### src/rtl/queue_fifo_ctrl.sv
// Single-clock FIFO queue with occupancy count, almost-full/empty flags, sync flush and registered read.
// Define QUEUE_ERR_EN to add sticky overflow/underflow outputs.
`timescale 1ns/1ps
module queue_fifo_ctrl #(
    parameter int WIDTH    = 8,
    parameter int DEPTH    = 16,
    parameter int AF_LEVEL = 12,
    parameter int AE_LEVEL = 2,
    localparam int PW      = $clog2(DEPTH),
    localparam int CW      = $clog2(DEPTH + 1)
) (
    input  logic             clk,
    input  logic             rst,
    input  logic             enq,
    input  logic [WIDTH-1:0] data_in,
    input  logic             deq,
    input  logic             flush,
    output logic [WIDTH-1:0] data_out,
    output logic             dout_valid,
    output logic             full,
    output logic             empty,
    output logic             almost_full,
    output logic             almost_empty,
    output logic [CW-1:0]    count
`ifdef QUEUE_ERR_EN
    ,
    output logic             overflow,
    output logic             underflow
`endif
);

    logic [WIDTH-1:0] mem [DEPTH];
    logic [PW-1:0]    head, tail;
    logic             enq_ok, deq_ok;

    // Non-power-of-two depths need an explicit wrap rather than natural overflow.
    function automatic logic [PW-1:0] nxt(input logic [PW-1:0] p);
        return (p == PW'(DEPTH - 1)) ? '0 : p + 1'b1;
    endfunction

    always_comb begin
        full         = (count == CW'(DEPTH));
        empty        = (count == '0);
        almost_full  = (count >= CW'(AF_LEVEL));
        almost_empty = (count <= CW'(AE_LEVEL));
        enq_ok       = enq && !full;
        deq_ok       = deq && !empty;
    end

    always_ff @(posedge clk) begin
        if (enq_ok && !flush)
            mem[tail] <= data_in;
    end

    always_ff @(posedge clk or posedge rst) begin
        if (rst) begin
            head       <= '0;
            tail       <= '0;
            count      <= '0;
            data_out   <= '0;
            dout_valid <= 1'b0;
        end else if (flush) begin
            head       <= '0;
            tail       <= '0;
            count      <= '0;
            dout_valid <= 1'b0;
        end else begin
            dout_valid <= deq_ok;
            if (deq_ok) begin
                data_out <= mem[head];
                head     <= nxt(head);
            end
            if (enq_ok)
                tail <= nxt(tail);
            case ({enq_ok, deq_ok})
                2'b10:   count <= count + 1'b1;
                2'b01:   count <= count - 1'b1;
                default: count <= count;
            endcase
        end
    end

`ifdef QUEUE_ERR_EN
    always_ff @(posedge clk or posedge rst) begin
        if (rst) begin
            overflow  <= 1'b0;
            underflow <= 1'b0;
        end else if (flush) begin
            overflow  <= 1'b0;
            underflow <= 1'b0;
        end else begin
            if (enq && full)
                overflow <= 1'b1;
            if (deq && empty)
                underflow <= 1'b1;
        end
    end
`endif

endmodule
### config.mk
export PLATFORM = sky130hd
export DESIGN_NAME = queue_fifo_ctrl
export DESIGN_NICKNAME = d
export VERILOG_FILES = /design/src/rtl/queue_fifo_ctrl.sv
export SDC_FILE = /design/constraint.sdc
export NUM_CORES = 1
export LEC_CHECK = 0
export ABC_AREA = 1
export CAP_MARGIN = 30
export CORE_ASPECT_RATIO = 1.4
export CORE_MARGIN = 2
export CORE_UTILIZATION = 54
export DETAILED_ROUTE_END_ITERATION = 10
export PLACE_DENSITY = 0.8
export SLEW_MARGIN = 20
export SYNTH_ARGS = -nofsm -noshare
export SYNTH_HDL_FRONTEND = slang
export SYNTH_SLANG_ARGS = --single-unit
export TNS_END_PERCENT = 50
### constraint.sdc
create_clock -name clk -period 1.9 [get_ports clk]
set_input_delay 0.285 -clock clk [delete_from_list [all_inputs] [get_ports clk]]
set_output_delay 0.285 -clock clk [all_outputs]
set_load 0.01 [all_outputs]
==> flow_metrics.py, run 1 <==
metrics = {
    "run_status": {
        "run_status": "complete, but fails checks",
        "violations": "negative setup slack",
    },
    "placed_design": {
        "dpl.cell_count": 835,
        "portBuffers": 30,
        "gp_congestion": 0.8739,
        "dpl.hpwl_um": 9814,
    },
    "synth": {
        "syn_inst": 633,
        "synth_edf_count": 128,
        "synth_warnings": 0,
        "synth_cell_types": 27,
        "syn_nets": 655,
        "seq_area_frac_synth": 0.6698,
        "netlist_area_mm2": 0.006560,
        "synth.avg_cell_area_um2": 10.36,
        "async_flop_share": 0.1467,
        "synth-seq-cells": 150,
        "synthFlopType": "edfxtp_1",
    },
    "global_route": {
        "grt_use_met2": 0.4306,
        "grt_pass1_wl_um": 23790,
        "grt_use_met1": 0.2590,
        "grtUsageMet3": 0.04742,
        "antenna_found_initial": 0,
        "grt_start_max_net_pins": 57,
        "grt_overflow": 0,
        "busiest_layer": "met2",
        "grt_pass1_vias": 4864,
        "grt_use_total": 0.2376,
    },
    "clock_network": {
        "cts_root_buf": "clkbuf_16",
        "cts_tree": "yes",
        "numCtsBuffers": 17,
        "htree_num_levels": 4,
        "clkLatencyLatePin_ns": 0.43,
        "cts.hold.buffers_added": 0,
        "cts_buffer_depth": 2,
        "clock_sinks": 150,
        "clk_pin_slew_ns": 0.06,
    },
    "route": {
        "viasPerCell": 5.450,
        "wl_per_cell_um": 17.22,
        "drt_pass1_iterations": 8,
        "drc": 0,
        "drt-initial-drc-count": 522,
        "vias": 4763,
        "finalWirelength_um": 15050,
        "antenna_left": 0,
    },
    "floorplanning": {
        "die_w_um": 97.15,
        "num_rows": 47,
        "fp.dieH_um": 134.4,
        "start_util": 0.5550,
        "coreArea_mm2": 0.01182,
        "die_area_mm2": 0.01306,
        "io_pins": 31,
    },
    "critical_path": {
        "r2r-start": "count[3]$_DFFE_PP0P_",
        "reg2regPathDepth": 14,
        "critPathLaunchType": "flip-flop",
        "criticalPathCategory": "reg -> reg",
        "cp.required_ns": 2.22,
        "cp.arrival_ns": 2.30,
        "cp_max_fo": 3,
        "r2r_slack_ns": -0.08,
        "r2r-end": "count[4]$_DFFE_PP0P_",
        "cp-end-kind": "flip-flop",
    },
    "sta": {
        "relSlewSlack": 0.5478,
        "holdWs_ns": 0.1914,
        "fin_ws_ns": -0.07540,
        "hold_viol": 0,
        "slew_violations": 0,
        "fin_crit_ns": 1.975,
        "tightest_slew_ns": 0.6762,
        "rsz0062_at_grt": "true",
        "setup_viol": 2,
        "maxClockFrequency_ghz": 0.5062,
        "fin_skew_ns": 0.007474,
        "finalCritPeriodShare": 1.040,
    },
    "power": {
        "worst_ir_drop_vdd_v": 0.001182,
        "p_clk_frac": 0.306,
        "powerDensity_mw_per_mm2": 1323,
        "power_leakage_nw": 3.321,
        "intPower_mw": 7.100,
        "sw_frac_of_total": 0.3330,
        "switchingPower_mw": 3.544,
        "p_comb_frac": 0.328,
        "pwr-share-seq": 0.367,
    },
    "flow_run": {
        "maxCapViolCount": 0,
    },
    "layout": {
        "nFillCells": 791,
        "multi_input_area_mm2": 0.001957,
        "final_net_count": 736,
        "n_antenna_cell": 0,
        "drive_gt1_frac": 0.1747,
        "regArea_mm2": 0.004399,
        "area_growth_pct": 22.70,
        "stdcell_count": 874,
    },
    "min_path": {
        "hold_path.class": "in -> async",
    },
}
[how the worst max path moves through the flow]
stage	startpoint	endpoint	cells past startpoint
global route	count[3]$_DFFE_PP0P_	count[4]$_DFFE_PP0P_	12
detailed placement	deq	count[4]$_DFFE_PP0P_	14
floorplan	count[3]$_DFFE_PP0P_	count[4]$_DFFE_PP0P_	14
global placement	deq	count[4]$_DFFE_PP0P_	15
CTS	count[2]$_DFFE_PP0P_	count[4]$_DFFE_PP0P_	14
finish	count[3]$_DFFE_PP0P_	count[4]$_DFFE_PP0P_	14
[synthesized netlist by cell type (4+ instances only)]
library cell  count  share of area
a21oi_1           5         0.0038
buf_2            12         0.0092
buf_4             8         0.0092
clkbuf_1          4         0.0023
dfrtp_1          22          0.084
edfxtp_1        128           0.59
ha_1              8          0.015
inv_1            32          0.018
nand2_1         244           0.14
nand2_2           4         0.0038
nand3_1          64          0.049
nor2_1           50          0.029
nor3_1            4         0.0031
o21ai_0          20          0.015
o21ai_1           4         0.0031
[metrics by stage]
| stage | cell area [um^2] | worst slack, ns | power [mW] | setup TNS (ns) | util |
|---|---|---|---|---|---|
| final | 8049 | -0.07540 | 10.64 | -0.07540 | 0.6810 |
| after global routing | 8049 | -0.1896 | 11.16 | -0.4417 | 0.6810 |
| after CTS | 7991 | -0.02585 | 10.54 | -0.02585 | 0.6761 |
| after detailed placement | 7350 | -0.2016 | 7.188 | -7.838 | 0.6218 |
| after global placement | 7350 | -0.08773 | 7.068 | -1.859 | 0.6218 |
| after floorplan | 6605 | 0.0004110 | 5.992 | 0 | - |
[per-layer routing]
layer	wire length, um	vias to the layer above
li1	-	2256
met1	5450	2260
met2	7938	198
met3	918	49
met4	745	0
met5	0	-
[final cells by class]
| type | count | area share |
|---|---|---|
| Multi-Input combinational cell | 417 | 0.2431 |
| Tap cell | 147 | 0.02285 |
| Timing Repair Buffer | 89 | 0.09684 |
| Sequential cell | 150 | 0.5466 |
| Inverter | 39 | 0.01881 |
| Clock buffer | 17 | 0.05285 |
| Clock inverter | 15 | 0.01896 |
[worst max-delay path, cell delays in order, from the launching register on]
cell and delay, ns:
dfrtp_2 0.43, nor2_4 0.16, nand3_2 0.09, nand2_2 0.11, nand2_4 0.07, fa_2 0.34
nand3b_1 0.18, nand2_1 0.07, nand2_1 0.06, nand2_2 0.09, nand2_2 0.06, inv_2 0.06
nor2_1 0.04, nand2_1 0.07, nand2_1 0.05
[power by group through the flow]
stage / Clock [mW] / Combinational (mW) / Sequential [mW]
2_1_floorplan: 0 / 1.97 / 4.02
3_3_place_gp: 0 / 3.12 / 3.95
3_5_place_dp: 0 / 3.23 / 3.96
4_1_cts: 3.28 / 3.36 / 3.90
5_1_grt: 3.41 / 3.83 / 3.91
6_report: 3.26 / 3.49 / 3.90
[state kept, by name, summed over array words and instances, names as in the netlist]
name	flops
data_out	8
count	5
head	4
dout_valid	1
mem	128
tail	4
[repair_timing]
item / 4_1_cts / 5_1_grt
buffers inserted: 6 / 1
setup endpoints to repair: 6 / 12
cloned: 0 / 0
resized for setup: 9 / 15
pin swaps: 10 / 8
[logic make-up (layout without fill, tap and decap cells)]
kind of cell	count (synthesis)	count (layout)	share of synthesized area
xor gates and xnor gates	5	5	0.006677
adders and majority gates	9	9	0.01831
buffers and inverters	66	160	0.04845
DFF	150	150	0.6698
AOI/OAI and AO/OA	30	30	0.02308
and+or+nand+nor	373	373	0.2336
[placed cells by master (no fill, tap or decap), types with 4 or more instances in the layout]
cell | Yosys | routed
clkbuf_16 | 0 | 17
edfxtp_1 | 128 | 128
dfrtp_1 | 22 | 18
clkinvlp_4 | 0 | 4
o21ai_0 | 20 | 19
dlygate4sd2_1 | 0 | 4
inv_2 | 3 | 4
nand3_1 | 64 | 63
inv_1 | 32 | 30
o21ai_1 | 4 | 5
dfrtp_2 | 0 | 4
nand2_1 | 244 | 239
ha_1 | 8 | 5
clkdlybuf4s50_1 | 0 | 26
buf_4 | 8 | 55
clkinv_1 | 3 | 4
nand2_2 | 4 | 9
nor3_1 | 4 | 4
nor2_1 | 50 | 47
Note: power is estimated with default switching activity, not from simulation.
==> run 2, diff against run 1 <==
Settings changed: CORE_MARGIN 2 to 3, GPL_ROUTABILITY_DRIVEN from default to 0.
==> run 2 against run 1 <==
  * The flow still finishes with violations (negative setup slack)
  * Critical path depth unchanged
  * Total power up 0.53%
  * Wire length up 3.6%
  * Clock-buffer cell count up 2
  * Sequential power about the same
  * Clock skew down 0.00071 ns
  * Maximum frequency down 0.69%
  * Core utilization down 0.96 points
  * Final cell count down 0.92%
  * Non-clock buffer count down 7
  * Via count up 2.0%
  * Largest cell class unchanged
  * Largest power group unchanged
==> flow_metrics.py, run 2 (synthesis gave the netlist of run 1 again) <==
metrics = {
    "clock_network": {
        "htree_num_levels": 4,
        "cts_buffer_depth": 2,
        "clkLatencyLatePin_ns": 0.42,
        "cts_tree": "yes",
        "cts_root_buf": "clkbuf_16",
        "numCtsBuffers": 17,
        "clk_pin_slew_ns": 0.06,
        "clock_sinks": 150,
    },
    "route": {
        "drt-initial-drc-count": 399,
        "dr_wl_met3_um": 979,
        "vias": 4856,
        "viasPerCell": 5.607,
        "finalWirelength_um": 15600,
        "dr.max_layer_used": "met4",
        "dr_wl_met2_um": 8456,
        "drt_pass1_iterations": 6,
        "wl_per_cell_um": 18.02,
        "drc": 0,
        "routedLengthMet1_um": 5280,
        "antenna_left": 0,
    },
    "placed_design": {
        "portBuffers": 30,
        "postPlaceCellArea_mm2": 0.007317,
        "dpl.hpwl_um": 9840,
    },
    "critical_path": {
        "criticalPathCategory": "reg -> reg",
        "reg2regPathDepth": 14,
        "cp_max_fo": 3,
        "cp-end-kind": "flip-flop",
        "cp.arrival_ns": 2.30,
        "critPathLaunchType": "flip-flop",
        "cp.required_ns": 2.22,
    },
    "floorplanning": {
        "start_util": 0.5522,
        "io_pins": 31,
        "fp.dieH_um": 136.4,
        "num_rows": 47,
        "die_area_mm2": 0.01353,
        "coreArea_mm2": 0.01188,
        "die_w_um": 99.15,
    },
    "power": {
        "power_mw": 10.70,
        "worst_ir_drop_vdd_v": 0.0009870,
        "power_leakage_nw": 3.302,
        "powerDensity_mw_per_mm2": 1342,
    },
    "sta": {
        "maxClockFrequency_ghz": 0.5027,
        "finalCritPeriodShare": 1.047,
        "fin_crit_ns": 1.989,
        "hold_viol": 0,
        "fin_skew_ns": 0.006761,
        "relSlewSlack": 0.5471,
        "rsz0062_at_grt": "true",
        "tightest_slew_ns": 0.6772,
        "slew_violations": 0,
        "fin_ws_ns": -0.08909,
        "setup_viol": 1,
    },
    "layout": {
        "layout_common_cells": "nand2_1, edfxtp_1, nand3_1",
        "final_net_count": 729,
        "mostFrequentLayoutCell": "nand2_1",
        "drive_gt1_frac": 0.1474,
        "postLayoutCellArea_mm2": 0.007975,
        "nFillCells": 815,
        "area_growth_pct": 21.57,
        "largestRegisters": "mem x128, data_out x8, count x5",
        "largest_reg_flops": 128,
        "largest_register": "mem",
        "n_antenna_cell": 0,
        "multi_input_area_mm2": 0.001918,
        "regArea_mm2": 0.004399,
    },
    "run_status": {
        "violations": "negative setup slack",
        "run_status": "complete, but fails checks",
    },
    "global_route": {
        "grt_start_max_net_pins": 35,
        "antenna_found_initial": 0,
        "grt_pass1_wl_um": 24900,
        "grt_pass1_vias": 4953,
        "grt_overflow": 0,
        "grt_use_total": 0.2470,
    },
    "min_path": {
        "hold_path.class": "in -> async",
    },
    "flow_run": {
        "maxCapViolCount": 0,
    },
}
-- run 2: cell types whose count changed in the layout (fill, tap and decap cells not counted), sizes merged --
cell	before	now
bufinv	2	5
inv	39	36
clkbuf	17	19
clkinvlp	4	1
buf	59	52
-- run 2: path summary, 6_finish.rpt --
| kind | from | endpoint | slack (ns) |
|---|---|---|---|
| min in group clk | data_out[7]$_DFFE_PP0P_ | data_out[7]$_DFFE_PP0P_ | 0.49 |
| hold reg to reg | data_out[7]$_DFFE_PP0P_ | data_out[7]$_DFFE_PP0P_ | 0.49 |
| setup reg to reg | count[3]$_DFFE_PP0P_ | count[4]$_DFFE_PP0P_ | -0.09 |
| hold / removal | rst | data_out[0]$_DFFE_PP0P_ | 0.20 |
| setup / recovery | count[3]$_DFFE_PP0P_ | count[4]$_DFFE_PP0P_ | -0.09 |
| max in group asynchronous | rst | head[0]$_DFFE_PP0P_ | 1.45 |
-- run 2: stage by stage --
step | hold slack [ns] | worst slack [ns] | std cells | util | TNS, ns
after detailed placement | 0.4804 | -0.1484 | 834 | 0.6160 | -4.098
after CTS | 0.2046 | -0.008471 | 865 | 0.6679 | -0.01571
after global placement | 0.4687 | -0.07412 | 834 | 0.6160 | -0.3886
after floorplan | 0.2740 | 0.0004110 | 633 | - | 0
after global routing | 0.2289 | -0.2146 | 866 | 0.6714 | -0.5511
final | 0.1995 | -0.08909 | 866 | 0.6714 | -0.08909
-- run 2: cell type report --
cell class | instances | area share
Sequential cell | 150 | 0.5516
Multi-Input combinational cell | 417 | 0.2405
Timing Repair Buffer | 82 | 0.08848
Clock buffer | 19 | 0.05428
Clock inverter | 12 | 0.02306
Tap cell | 147 | 0.02306
Inverter | 39 | 0.01898
-- run 2: layer usage --
metal / up-vias / GRT usage
met3: 71 / 0.05903
met2: 226 / 0.4507
met5: - / 0
li1: 2240 / -
met1: 2319 / 0.2526
met4: 0 / 0.1481
-- run 2: what timing repair did --
item                       4_1_cts  5_1_grt
setup buffers                    0        1
hold buffers                     0        0
pin swaps                        3       10
resized for setup                6        7
setup endpoints to repair        6       14
-- run 2: power breakdown --
| part | switching (mW) | internal [mW] |
|---|---|---|
| registers | 0.124 | 3.77 |
| clock network | 1.21 | 2.30 |
| logic | 2.03 | 1.26 |
| total | 3.37 | 7.33 |
-- run 2: worst max-delay path: stages (launching register included) --
cell	delay, ns
dfrtp_2	0.42
nor2_4	0.16
nand3_2	0.12
nand2_2	0.11
nand2_4	0.08
fa_2	0.34
nand3b_1	0.18
nand2_1	0.08
nand2_1	0.04
nand2_1	0.09
nand2_1	0.08
inv_1	0.05
nor2_1	0.03
nand2_1	0.05
nand2_1	0.04
